[src/rtl/car_pkg.sv]
// Shared constants for the steering path: one-hot key masks used by both the
// PS/2 decoder and car_ctl, the Set-2 scan codes we react to, and the
// receiver FSM state type.
package car_pkg;

    // One-hot direction masks; bit positions match the key output.
    localparam logic [3:0] KEY_UP    = 4'b0001;
    localparam logic [3:0] KEY_DOWN  = 4'b0010;
    localparam logic [3:0] KEY_LEFT  = 4'b0100;
    localparam logic [3:0] KEY_RIGHT = 4'b1000;

    // Prefix bytes.
    localparam logic [7:0] SC_EXT  = 8'hE0;
    localparam logic [7:0] SC_BRK  = 8'hF0;

    // Keyboard overrun / error codes: drop every held key.
    localparam logic [7:0] SC_OVR0 = 8'h00;
    localparam logic [7:0] SC_OVR1 = 8'hFF;

    // Arrow keys (only valid after an E0 prefix).
    localparam logic [7:0] SC_X_UP    = 8'h75;
    localparam logic [7:0] SC_X_DOWN  = 8'h72;
    localparam logic [7:0] SC_X_LEFT  = 8'h6B;
    localparam logic [7:0] SC_X_RIGHT = 8'h74;

    // WASD (no prefix).
    localparam logic [7:0] SC_W = 8'h1D;
    localparam logic [7:0] SC_S = 8'h1B;
    localparam logic [7:0] SC_A = 8'h1C;
    localparam logic [7:0] SC_D = 8'h23;

    typedef enum logic [1:0] {
        RX_IDLE  = 2'd0,
        RX_RECV  = 2'd1,
        RX_CHECK = 2'd2
    } rx_state_e;

    // Map (extended flag, scan code) to a direction mask; zero when unmapped.
    function automatic logic [3:0] key_lookup(input logic ext, input logic [7:0] code);
        logic [3:0] mask;
        mask = 4'b0000;
        if (ext) begin
            case (code)
                SC_X_UP:    mask = KEY_UP;
                SC_X_DOWN:  mask = KEY_DOWN;
                SC_X_LEFT:  mask = KEY_LEFT;
                SC_X_RIGHT: mask = KEY_RIGHT;
                default:    mask = 4'b0000;
            endcase
        end else begin
            case (code)
                SC_W:    mask = KEY_UP;
                SC_S:    mask = KEY_DOWN;
                SC_A:    mask = KEY_LEFT;
                SC_D:    mask = KEY_RIGHT;
                default: mask = 4'b0000;
            endcase
        end
        return mask;
    endfunction

endpackage

[src/rtl/ps2_key_decoder_if.sv]
// Bundle of the keyboard lines and the decoder's results. The keyboard side
// (or a bus model) is the master; the decoder is the slave.
interface ps2_key_decoder_if;
    logic       ps2_clk;
    logic       ps2_data;
    logic [3:0] key;
    logic [7:0] rx_data;
    logic       rx_valid;
    logic       rx_err;

    modport master (
        output ps2_clk,
        output ps2_data,
        input  key,
        input  rx_data,
        input  rx_valid,
        input  rx_err
    );

    modport slave (
        input  ps2_clk,
        input  ps2_data,
        output key,
        output rx_data,
        output rx_valid,
        output rx_err
    );
endinterface

[src/rtl/ps2_rx.sv]
// PS/2 frame receiver: synchronises both lines into pclk, debounces the
// keyboard clock, samples data on filtered falling edges and checks the
// 11-bit frame. ps2_clk is only ever treated as data.
module ps2_rx
    import car_pkg::*;
#(
    parameter int FILTER_LEN  = 8,
    parameter int TIMEOUT_CYC = 100000
) (
    input  logic       pclk,
    input  logic       rst,
    input  logic       ps2_clk,
    input  logic       ps2_data,
    output logic [7:0] rx_data,
    output logic       rx_valid,
    output logic       rx_err
);

    localparam int FW = $clog2(FILTER_LEN + 1);
    localparam int TW = $clog2(TIMEOUT_CYC + 1);
    localparam logic [FW-1:0] FILT_LAST   = FW'(FILTER_LEN - 1);
    localparam logic [TW-1:0] TIMEOUT_MAX = TW'(TIMEOUT_CYC);

    logic [1:0]    clk_sync_q;
    logic [1:0]    dat_sync_q;
    logic          filt_q;
    logic          filt_prev_q;
    logic [FW-1:0] filt_cnt_q;
    logic          strobe;

    rx_state_e     state_q;
    logic [3:0]    bit_cnt_q;
    logic [9:0]    shift_q;     // samples 1..10, oldest at bit 0
    logic [TW-1:0] timer_q;
    logic [7:0]    rx_data_q;
    logic          rx_valid_q;
    logic          rx_err_q;
    logic          frame_ok;

    // Two-flop synchronisers for the asynchronous keyboard lines.
    always_ff @(posedge pclk) begin
        if (rst) begin
            clk_sync_q <= 2'b00;
            dat_sync_q <= 2'b00;
        end else begin
            clk_sync_q <= {clk_sync_q[0], ps2_clk};
            dat_sync_q <= {dat_sync_q[0], ps2_data};
        end
    end

    // Glitch filter: the filtered clock follows only after FILTER_LEN equal samples.
    always_ff @(posedge pclk) begin
        if (rst) begin
            filt_q      <= 1'b1;
            filt_prev_q <= 1'b1;
            filt_cnt_q  <= '0;
        end else begin
            filt_prev_q <= filt_q;
            if (clk_sync_q[1] == filt_q) begin
                filt_cnt_q <= '0;
            end else if (filt_cnt_q == FILT_LAST) begin
                filt_q     <= clk_sync_q[1];
                filt_cnt_q <= '0;
            end else begin
                filt_cnt_q <= filt_cnt_q + FW'(1);
            end
        end
    end

    assign strobe = filt_prev_q & ~filt_q;

    // Stop bit high and odd parity across data plus parity bit.
    assign frame_ok = shift_q[9] & (^shift_q[8:0]);

    // Frame FSM with timeout; result pulses are registered.
    always_ff @(posedge pclk) begin
        if (rst) begin
            state_q    <= RX_IDLE;
            bit_cnt_q  <= 4'd0;
            shift_q    <= '0;
            timer_q    <= '0;
            rx_data_q  <= 8'h00;
            rx_valid_q <= 1'b0;
            rx_err_q   <= 1'b0;
        end else begin
            rx_valid_q <= 1'b0;
            rx_err_q   <= 1'b0;
            case (state_q)
                RX_IDLE: begin
                    timer_q   <= '0;
                    bit_cnt_q <= 4'd0;
                    if (strobe) begin
                        if (dat_sync_q[1]) begin
                            // Bad start bit: reject and keep waiting.
                            rx_err_q <= 1'b1;
                        end else begin
                            state_q   <= RX_RECV;
                            bit_cnt_q <= 4'd1;
                        end
                    end
                end
                RX_RECV: begin
                    if (strobe) begin
                        shift_q <= {dat_sync_q[1], shift_q[9:1]};
                        timer_q <= '0;
                        if (bit_cnt_q == 4'd10) begin
                            state_q <= RX_CHECK;
                        end else begin
                            bit_cnt_q <= bit_cnt_q + 4'd1;
                        end
                    end else if (timer_q == TIMEOUT_MAX) begin
                        // Keyboard stalled mid-frame: abandon it.
                        rx_err_q <= 1'b1;
                        state_q  <= RX_IDLE;
                    end else begin
                        timer_q <= timer_q + TW'(1);
                    end
                end
                RX_CHECK: begin
                    if (frame_ok) begin
                        rx_data_q  <= shift_q[7:0];
                        rx_valid_q <= 1'b1;
                    end else begin
                        rx_err_q <= 1'b1;
                    end
                    state_q   <= RX_IDLE;
                    bit_cnt_q <= 4'd0;
                end
                default: begin
                    state_q <= RX_IDLE;
                end
            endcase
        end
    end

    assign rx_data  = rx_data_q;
    assign rx_valid = rx_valid_q;
    assign rx_err   = rx_err_q;

endmodule

[src/rtl/ps2_key_decoder.sv]
// Keyboard front end for car_ctl: receives PS/2 bytes and keeps a bitmap of
// held steering keys (arrows and WASD share the four direction bits).
module ps2_key_decoder
    import car_pkg::*;
#(
    parameter int FILTER_LEN  = 8,
    parameter int TIMEOUT_CYC = 100000
) (
    input  logic pclk,
    input  logic rst,
    ps2_key_decoder_if.slave bus
);

    logic [7:0] rx_data;
    logic       rx_valid;
    logic       rx_err;

    logic [3:0] key_q, key_d;
    logic       ext_q, ext_d;
    logic       brk_q, brk_d;
    logic [3:0] hit;

    ps2_rx #(
        .FILTER_LEN (FILTER_LEN),
        .TIMEOUT_CYC(TIMEOUT_CYC)
    ) u_rx (
        .pclk    (pclk),
        .rst     (rst),
        .ps2_clk (bus.ps2_clk),
        .ps2_data(bus.ps2_data),
        .rx_data (rx_data),
        .rx_valid(rx_valid),
        .rx_err  (rx_err)
    );

    assign hit = key_lookup(ext_q, rx_data);

    // Scan decoding: prefixes set flags, any other byte consumes them.
    always_comb begin
        key_d = key_q;
        ext_d = ext_q;
        brk_d = brk_q;
        if (rx_valid) begin
            if (rx_data == SC_EXT) begin
                ext_d = 1'b1;
            end else if (rx_data == SC_BRK) begin
                brk_d = 1'b1;
            end else begin
                ext_d = 1'b0;
                brk_d = 1'b0;
                if (rx_data == SC_OVR0 || rx_data == SC_OVR1) begin
                    key_d = 4'b0000;
                end else if (brk_q) begin
                    key_d = key_q & ~hit;
                end else begin
                    key_d = key_q | hit;
                end
            end
        end
    end

    // Key bitmap and prefix flags.
    always_ff @(posedge pclk) begin
        if (rst) begin
            key_q <= 4'b0000;
            ext_q <= 1'b0;
            brk_q <= 1'b0;
        end else begin
            key_q <= key_d;
            ext_q <= ext_d;
            brk_q <= brk_d;
        end
    end

    assign bus.key      = key_q;
    assign bus.rx_data  = rx_data;
    assign bus.rx_valid = rx_valid;
    assign bus.rx_err   = rx_err;

endmodule

[src/flat_wrapper.sv]
// flat-port wrapper written by rule: the top's interface ports become plain ports
module ps2_key_decoder_flat import car_pkg::*;
#(
    parameter int FILTER_LEN  = 8,
    parameter int TIMEOUT_CYC = 100000
)
  (pclk, rst, bus_ps2_clk, bus_ps2_data, bus_key, bus_rx_data, bus_rx_valid, bus_rx_err);
  ps2_key_decoder_if bus_i ();
  input  logic pclk;
  input  logic rst;
  input wire logic [$bits(bus_i.ps2_clk)-1:0] bus_ps2_clk;
  input wire logic [$bits(bus_i.ps2_data)-1:0] bus_ps2_data;
  output wire logic [$bits(bus_i.key)-1:0] bus_key;
  output wire logic [$bits(bus_i.rx_data)-1:0] bus_rx_data;
  output wire logic [$bits(bus_i.rx_valid)-1:0] bus_rx_valid;
  output wire logic [$bits(bus_i.rx_err)-1:0] bus_rx_err;
  assign bus_i.ps2_clk = bus_ps2_clk;
  assign bus_i.ps2_data = bus_ps2_data;
  assign bus_key = bus_i.key;
  assign bus_rx_data = bus_i.rx_data;
  assign bus_rx_valid = bus_i.rx_valid;
  assign bus_rx_err = bus_i.rx_err;
  ps2_key_decoder #(.FILTER_LEN(FILTER_LEN), .TIMEOUT_CYC(TIMEOUT_CYC)) u_core (.pclk(pclk), .rst(rst), .bus(bus_i));
endmodule
[config.mk]
export PLATFORM = sky130hd
export DESIGN_NAME = ps2_key_decoder_flat
export DESIGN_NICKNAME = d
export VERILOG_FILES = /design/src/rtl/car_pkg.sv /design/src/rtl/ps2_key_decoder_if.sv /design/src/rtl/ps2_rx.sv /design/src/rtl/ps2_key_decoder.sv /design/src/flat_wrapper.sv
export SDC_FILE = /design/constraint.sdc
export NUM_CORES = 1
export LEC_CHECK = 0
export BUFFER_PORTS_ARGS = -buffer_cell sky130_fd_sc_hd__buf_2
export CAP_MARGIN = 20
export CORE_MARGIN = 3
export CORE_UTILIZATION = 45
export CTS_BUF_LIST = sky130_fd_sc_hd__clkbuf_4 sky130_fd_sc_hd__clkbuf_8
export CTS_CLUSTER_DIAMETER = 120
export CTS_CLUSTER_SIZE = 25
export DETAILED_ROUTE_END_ITERATION = 8
export PLACE_DENSITY = 0.72
export SYNTH_ARGS = -nofsm -noshare
export SYNTH_HDL_FRONTEND = slang
export SYNTH_SLANG_ARGS = --single-unit
[constraint.sdc]
create_clock -name pclk -period 3.35 [get_ports pclk]
set_input_delay 0.67 -clock pclk [delete_from_list [all_inputs] [get_ports pclk]]
set_output_delay 0.67 -clock pclk [all_outputs]
set_load 0.005 [all_outputs]
==> results of run 1 <==
-- logic make-up (layout without fill, tap and decap cells) --
family	after synthesis	after routing	share of synthesized area
flops	59	59	0.411
compound gates	60	60	0.133
mux	22	22	0.0810
fa+ha+maj	9	9	0.0392
buf+inv	25	48	0.0375
simple gates	132	132	0.255
xor+xnor	11	11	0.0436
-- cell usage after synthesis, types with 7 or more instances --
master / instances / area (sq um)
dfxtp_1: 59 / 1180
mux2i_1: 21 / 210
o21ai_0: 11 / 55.1
or4_1: 9 / 67.6
ha_1: 9 / 113
inv_1: 13 / 48.8
nor2_1: 40 / 150
nand3_1: 10 / 50.1
a21oi_1: 20 / 100
o31ai_1: 9 / 67.6
or3_1: 10 / 62.6
clkbuf_1: 7 / 26.3
nand2_1: 16 / 60.1
-- placed cells by master, fill, tap and decap left out, drive strengths merged, types with 4 or more instances in the layout --
cell type	synthesis	layout
nand3	10	10
buf	4	19
a21oi	20	20
nor2	40	40
dfxtp	59	59
nor2b	5	5
xor2	4	4
nand2	16	16
inv	13	13
o31ai	9	9
nor3	4	4
clkbuf	8	10
o21ai	12	12
xnor2	5	5
ha	9	9
mux2i	22	22
and3	5	5
nand4	6	6
or4	9	9
or3	10	10
nor4	5	5
clkinv	0	4
-- flip-flops by register name, indices dropped and copies added (netlist names), 2 cells and up --
register,flops
u_core.u_rx.timer_q,17
u_core.u_rx.rx_data,8
u_core.u_rx.state_q,2
u_core.u_rx.filt_cnt_q,4
u_core.u_rx.shift_q,10
u_core.bus.key,4
u_core.u_rx.dat_sync_q,2
u_core.u_rx.clk_sync_q,2
u_core.u_rx.bit_cnt_q,4
-- through the flow --
stage / power (mW) / worst slack [ps] / util
after CTS: 1.40 / 1150 / 0.530
after global placement: 0.748 / 1070 / 0.496
after global routing: 1.43 / 977 / 0.530
final: 1.38 / 1170 / 0.530
after detailed placement: 0.750 / 1050 / 0.496
after floorplan: 0.743 / 1430 / -
-- how the worst min path moves through the flow --
stage	start	to	slack (ps)
2_1_floorplan	u_core.u_rx.clk_sync_q[0]$_SDFF_PP0_	u_core.u_rx.clk_sync_q[1]$_SDFF_PP0_	410
3_3_place_gp	u_core.u_rx.clk_sync_q[0]$_SDFF_PP0_	u_core.u_rx.clk_sync_q[1]$_SDFF_PP0_	420
3_5_place_dp	u_core.u_rx.clk_sync_q[0]$_SDFF_PP0_	u_core.u_rx.clk_sync_q[1]$_SDFF_PP0_	430
4_1_cts	u_core.u_rx.clk_sync_q[0]$_SDFF_PP0_	u_core.u_rx.clk_sync_q[1]$_SDFF_PP0_	450
5_1_grt	u_core.u_rx.dat_sync_q[0]$_SDFF_PP0_	u_core.u_rx.dat_sync_q[1]$_SDFF_PP0_	460
6_report	u_core.u_rx.clk_sync_q[0]$_SDFF_PP0_	u_core.u_rx.clk_sync_q[1]$_SDFF_PP0_	440
-- final cells by class --
class,instances,share of cell area
inverter,13,0.0152
tap,75,0.0292
timing repair buffer,19,0.0312
multi-input combinational,234,0.493
clock inverter,6,0.0203
sequential,59,0.368
clock buffer,10,0.0429
-- per-layer routing --
layer  vias up  share of wire  track usage
li1       1198              -            -
met1      1092           0.47        0.197
met2        23           0.47        0.264
met3        11          0.031       0.0538
met4         0          0.026       0.0820
met5         -              0            0
-- power groups by stage --
stage | clock network [mW] | logic (mW) | registers [mW]
final | 0.649 | 0.0230 | 0.710
after global routing | 0.696 | 0.0271 | 0.711
after CTS | 0.666 | 0.0234 | 0.710
after detailed placement | 0 | 0.0233 | 0.726
after global placement | 0 | 0.0223 | 0.726
after floorplan | 0 | 0.0177 | 0.725
-- critical path: cells and delay by family (launching register included) --
| kind | cells | cell delay (ps) |
|---|---|---|
| flops | 1 | 340 |
| buf+inv | 1 | 90 |
| simple gates | 3 | 780 |
| compound gates | 2 | 530 |
| fa+ha+maj | 1 | 350 |
==> results.toml, run 1 <==
[route]
routedWlPerCell_um = 13.4
drt_iter0_drc = 142
dr_total_vias = 2324
drc = 0
via_per_inst = 5.59
first_pass_iters = 4
ant_nets = 0
wirelength_um = 5570

[logic_synthesis]
synth_cell_types = 56
synth_area_sq_mm = 0.00287
ys.flop_type = "dfxtp_1"
ys_ff_latch = 59
seq_area_frac_synth = 0.411
syn_area_per_cell_sq_um = 9.03
synthArstFlopShare = 0
synth_edf_count = 0
synth_nets = 331
synth_cells = 318
yosys_warnings = 0

[sta]
setup_violations = 0
timing.fmax_ghz = 0.459
worstMarginPinSlew_ps = 529
tns_ps = 0
period_minus_slack_ps = 2180
timing_hold_violations_final = 0
rsz0062_at_grt = "false"
maxSlewHeadroom = 0.647
period_share = 0.651
fin_skew_ps = 6.47
whs_ps = 436
finalMaxSlewViolations = 0

[die]
core_sq_mm = 0.00606
dieArea_sq_mm = 0.00738
start_util = 0.474
die_h_um = 85.9
num_rows = 28
io_pins = 18
die_w_um = 85.9

[power]
power-per-cell-area_mw_per_mm2 = 430
leakage_nw = 1.32
netSwitchingFraction = 0.220
p_seq_frac = 0.514
switching_power_uw = 304
comb_power_share = 0.017
intPower_mw = 1.08
clkPwrFrac = 0.469
vdd_drop_max_mv = 0.237

[setup_path]
r2r_slack_ps = 1170
cp-start-kind = "flop"
required_ps = 3620
regToRegStartpoint = "u_core.u_rx.state_q[1]$_SDFFE_PP0P_"
crit_slowest_cell = "or3b_2"
r2r_cells = 7
critPathCaptureType = "flop"
cp.arrival_ps = 2450
cpPeakStageDelay_ps = 480
timing.rr.end = "u_core.u_rx.bit_cnt_q[2]$_SDFFE_PP0P_"
crit_start = "u_core.u_rx.state_q[1]$_SDFFE_PP0P_"
crit_chain = "inv_1 > ha_1 > nand3b_1 > o22ai_1 > nand3_1 > or3b_2 > a21oi_1"
critPathCapture = "u_core.u_rx.bit_cnt_q[2]$_SDFFE_PP0P_"
critical_path_class = "reg2reg"
crit_path_max_fanout = 11

[clock_network]
worstSkewPairLatency_ps = 340
cts_buffers = 9
cts-hold-fix-buffers = 0
cts.sinks = 59
cts_tree = "done"
clockBufferDepth = 2
cts_resized = 0
clk_pin_slew_ps = 70
cts_setup_buffers = 0
cts_max_level = 3
cts_root_buf = "clkbuf_8"

[finish]
nets = 349
regArea_sq_mm = 0.00118
fin_cells = 416
drive_above_1_share = 0.135
n_antenna_cell = 0
fill_cells = 552
area_delta_synth_final_pct = 11.8
final_area_sq_mm = 0.00321
multi_input_area_sq_mm = 0.00158

[flow_run]
cap_violations = 0

[min_path]
whs_path_depth = 1
hold_path_class = "reg2reg"

[grt]
grt_first_pass_wirelength_um = 9710
antenna_found_initial = 0
grt_usage = 0.165
overflow = 0
grt_max_degree = 33
grt_pass1_vias = 2220

[placement]
portBuffers = 17
dpl-instance-area_sq_mm = 0.00301
dp_hpwl_um = 3880
dpl.cell_count = 400
gp_congestion = 0.803

[outcome]
status = "completed"
No activity file was read; power rests on OpenSTA's default activity.
==> inputs of run 2 (changes only) <==
--- a/config.mk
+++ b/config.mk
@@ -13,7 +13,7 @@
 export CTS_CLUSTER_DIAMETER = 120
 export CTS_CLUSTER_SIZE = 25
 export DETAILED_ROUTE_END_ITERATION = 8
-export PLACE_DENSITY = 0.72
+export PLACE_DENSITY = 0.74
 export SYNTH_ARGS = -nofsm -noshare
 export SYNTH_HDL_FRONTEND = slang
 export SYNTH_SLANG_ARGS = --single-unit
==> constraint.sdc (replaced) <==
create_clock -name pclk -period 1.9 [get_ports pclk]
set_input_delay 0.38 -clock pclk [delete_from_list [all_inputs] [get_ports pclk]]
set_output_delay 0.38 -clock pclk [all_outputs]
set_load 0.005 [all_outputs]
==> run 2 against run 1 <==
Global-route usage is 1.4 points higher. Critical path depth shrank 2. Die area unchanged. Sequential share of layout area down 2.6 points. Wire length up 9.6%. Critical path type unchanged. Highest routed layer unchanged.
==> results.toml, run 2 (same netlist as run 1, synthesis figures left out) <==
[grt]
antenna_found_initial = 0
overflow = 0
grt_pass1_vias = 2302
grt_max_degree = 32
grt_usage = 0.179
grt_first_pass_wirelength_um = 10400

[sta]
timing_hold_violations_final = 0
period_minus_slack_ps = 1800
finalMaxSlewViolations = 0
whs_ps = 245
period_share = 0.946
worstMarginPinSlew_ps = 539
fin_skew_ps = 6.51
maxSlewHeadroom = 0.639
setup_violations = 0
timing.fmax_ghz = 0.556

[setup_path]
cp.arrival_ps = 2070
cp-start-kind = "flop"
crit_path_max_fanout = 6
critPathCaptureType = "flop"
critical_path_class = "reg2reg"
required_ps = 2180

[power]
vdd_drop_max_mv = 0.588
power-per-cell-area_mw_per_mm2 = 714
leakage_nw = 1.45

[clock_network]
cts_tree = "done"
cts-hold-fix-buffers = 0
clockBufferDepth = 2
cts_max_level = 3
worstSkewPairLatency_ps = 340
cts.sinks = 59
cts_root_buf = "clkbuf_8"
cts_buffers = 9
clk_pin_slew_ps = 60

[finish]
finish.utilization = 0.570
nets = 372
n_antenna_cell = 0
area_delta_synth_final_pct = 20.3
fill_cells = 543
final_area_sq_mm = 0.00345
layout_commonest_cell = "dfxtp_1"
drive_above_1_share = 0.207
largest_reg_flops = 17
layout_common_cells = "58 x dfxtp_1, 40 x nor2_1, 23 x buf_4"
largest_register = "u_core.u_rx.timer_q"

[placement]
gp_congestion = 0.808
dpl-instance-area_sq_mm = 0.00318
portBuffers = 17
dp_hpwl_um = 4170

[die]
die_h_um = 85.9
start_util = 0.474
die_w_um = 85.9
dieArea_sq_mm = 0.00738
io_pins = 18
num_rows = 28
core_sq_mm = 0.00606

[min_path]
hold_path_class = "in2reg"

[route]
ant_nets = 0
dr_total_vias = 2451
routedWlPerCell_um = 14.0
drt_iter0_drc = 104
first_pass_iters = 4
drc = 0
via_per_inst = 5.61
wirelength_um = 6110

[outcome]
status = "completed"

[flow_run]
cap_violations = 0
## run 2: changes by cell type in the layout (fill, tap and decap cells not counted), sizes merged
| cell | previous run | this run |
|---|---|---|
| a31o | 2 | 3 |
| clkinv | 4 | 1 |
| buf | 19 | 41 |
| clkbuf | 10 | 12 |
| clkinvlp | 1 | 0 |
## run 2: layout make-up
class	instances	area, sq um	share of cell area
Clock buffer	12	165	0.0478
Clock inverter	2	35.0	0.0101
Inverter	13	48.8	0.0141
Multi-Input combinational cell	235	1650	0.478
Sequential cell	59	1180	0.342
Tap cell	75	93.8	0.0272
Timing Repair Buffer	41	278	0.0804
## run 2: what timing repair did
| action | in CTS | in global routing |
|---|---|---|
| cloned | 0 | 1 |
| gates resized for setup | 1 | 9 |
| setup endpoints to repair | 1 | 15 |
| buffers inserted | 0 | 1 |
## run 2: path summary, 6_finish.rpt
| check | from | depth (start not counted) | endpoint | slack (ps) |
|---|---|---|---|---|
| worst max-delay path | u_core.u_rx.timer_q[7]$_SDFFE_PP0P_ | 5 | u_core.u_rx.timer_q[15]$_SDFFE_PP0P_ | 100 |
| worst min-delay path | bus_ps2_clk | 2 | u_core.u_rx.clk_sync_q[0]$_SDFF_PP0_ | 240 |
| worst min register to register | u_core.u_rx.clk_sync_q[0]$_SDFF_PP0_ | 1 | u_core.u_rx.clk_sync_q[1]$_SDFF_PP0_ | 440 |
| worst max register to register | u_core.u_rx.timer_q[7]$_SDFFE_PP0P_ | 5 | u_core.u_rx.timer_q[15]$_SDFFE_PP0P_ | 100 |
## run 2: stage by stage
| step | total power [mW] | setup slack, ps | std cells | setup TNS (ps) |
|---|---|---|---|---|
| finish | 2.47 | 102 | 437 | 0 |
| floorplan | 1.31 | 17.5 | 318 | 0 |
| CTS | 2.50 | 35.9 | 435 | 0 |
| detailed placement | 1.33 | -1.67 | 421 | -1.67 |
| global route | 2.56 | -9.81 | 437 | -9.81 |
| global placement | 1.32 | 114 | 421 | 0 |
## run 2: metal layers
layer  wire, um  GRT usage  share of wire
met5          0          0              0
met4         92     0.0662          0.015
met3        330     0.0759          0.054
met2       2930      0.287           0.48
met1       2760      0.212           0.45
## run 2: worst max-delay path: stages (launching register included)
cell	delay [ps]
dfxtp_1	430
and3_1	270
and4_1	280
nand3_1	110
or4_1	480
a21oi_1	160
## run 2: where the power goes
part | switching [mW] | internal (mW)
registers | 0.00631 | 1.25
logic | 0.0274 | 0.0191
clock network | 0.471 | 0.696
total | 0.505 | 1.96
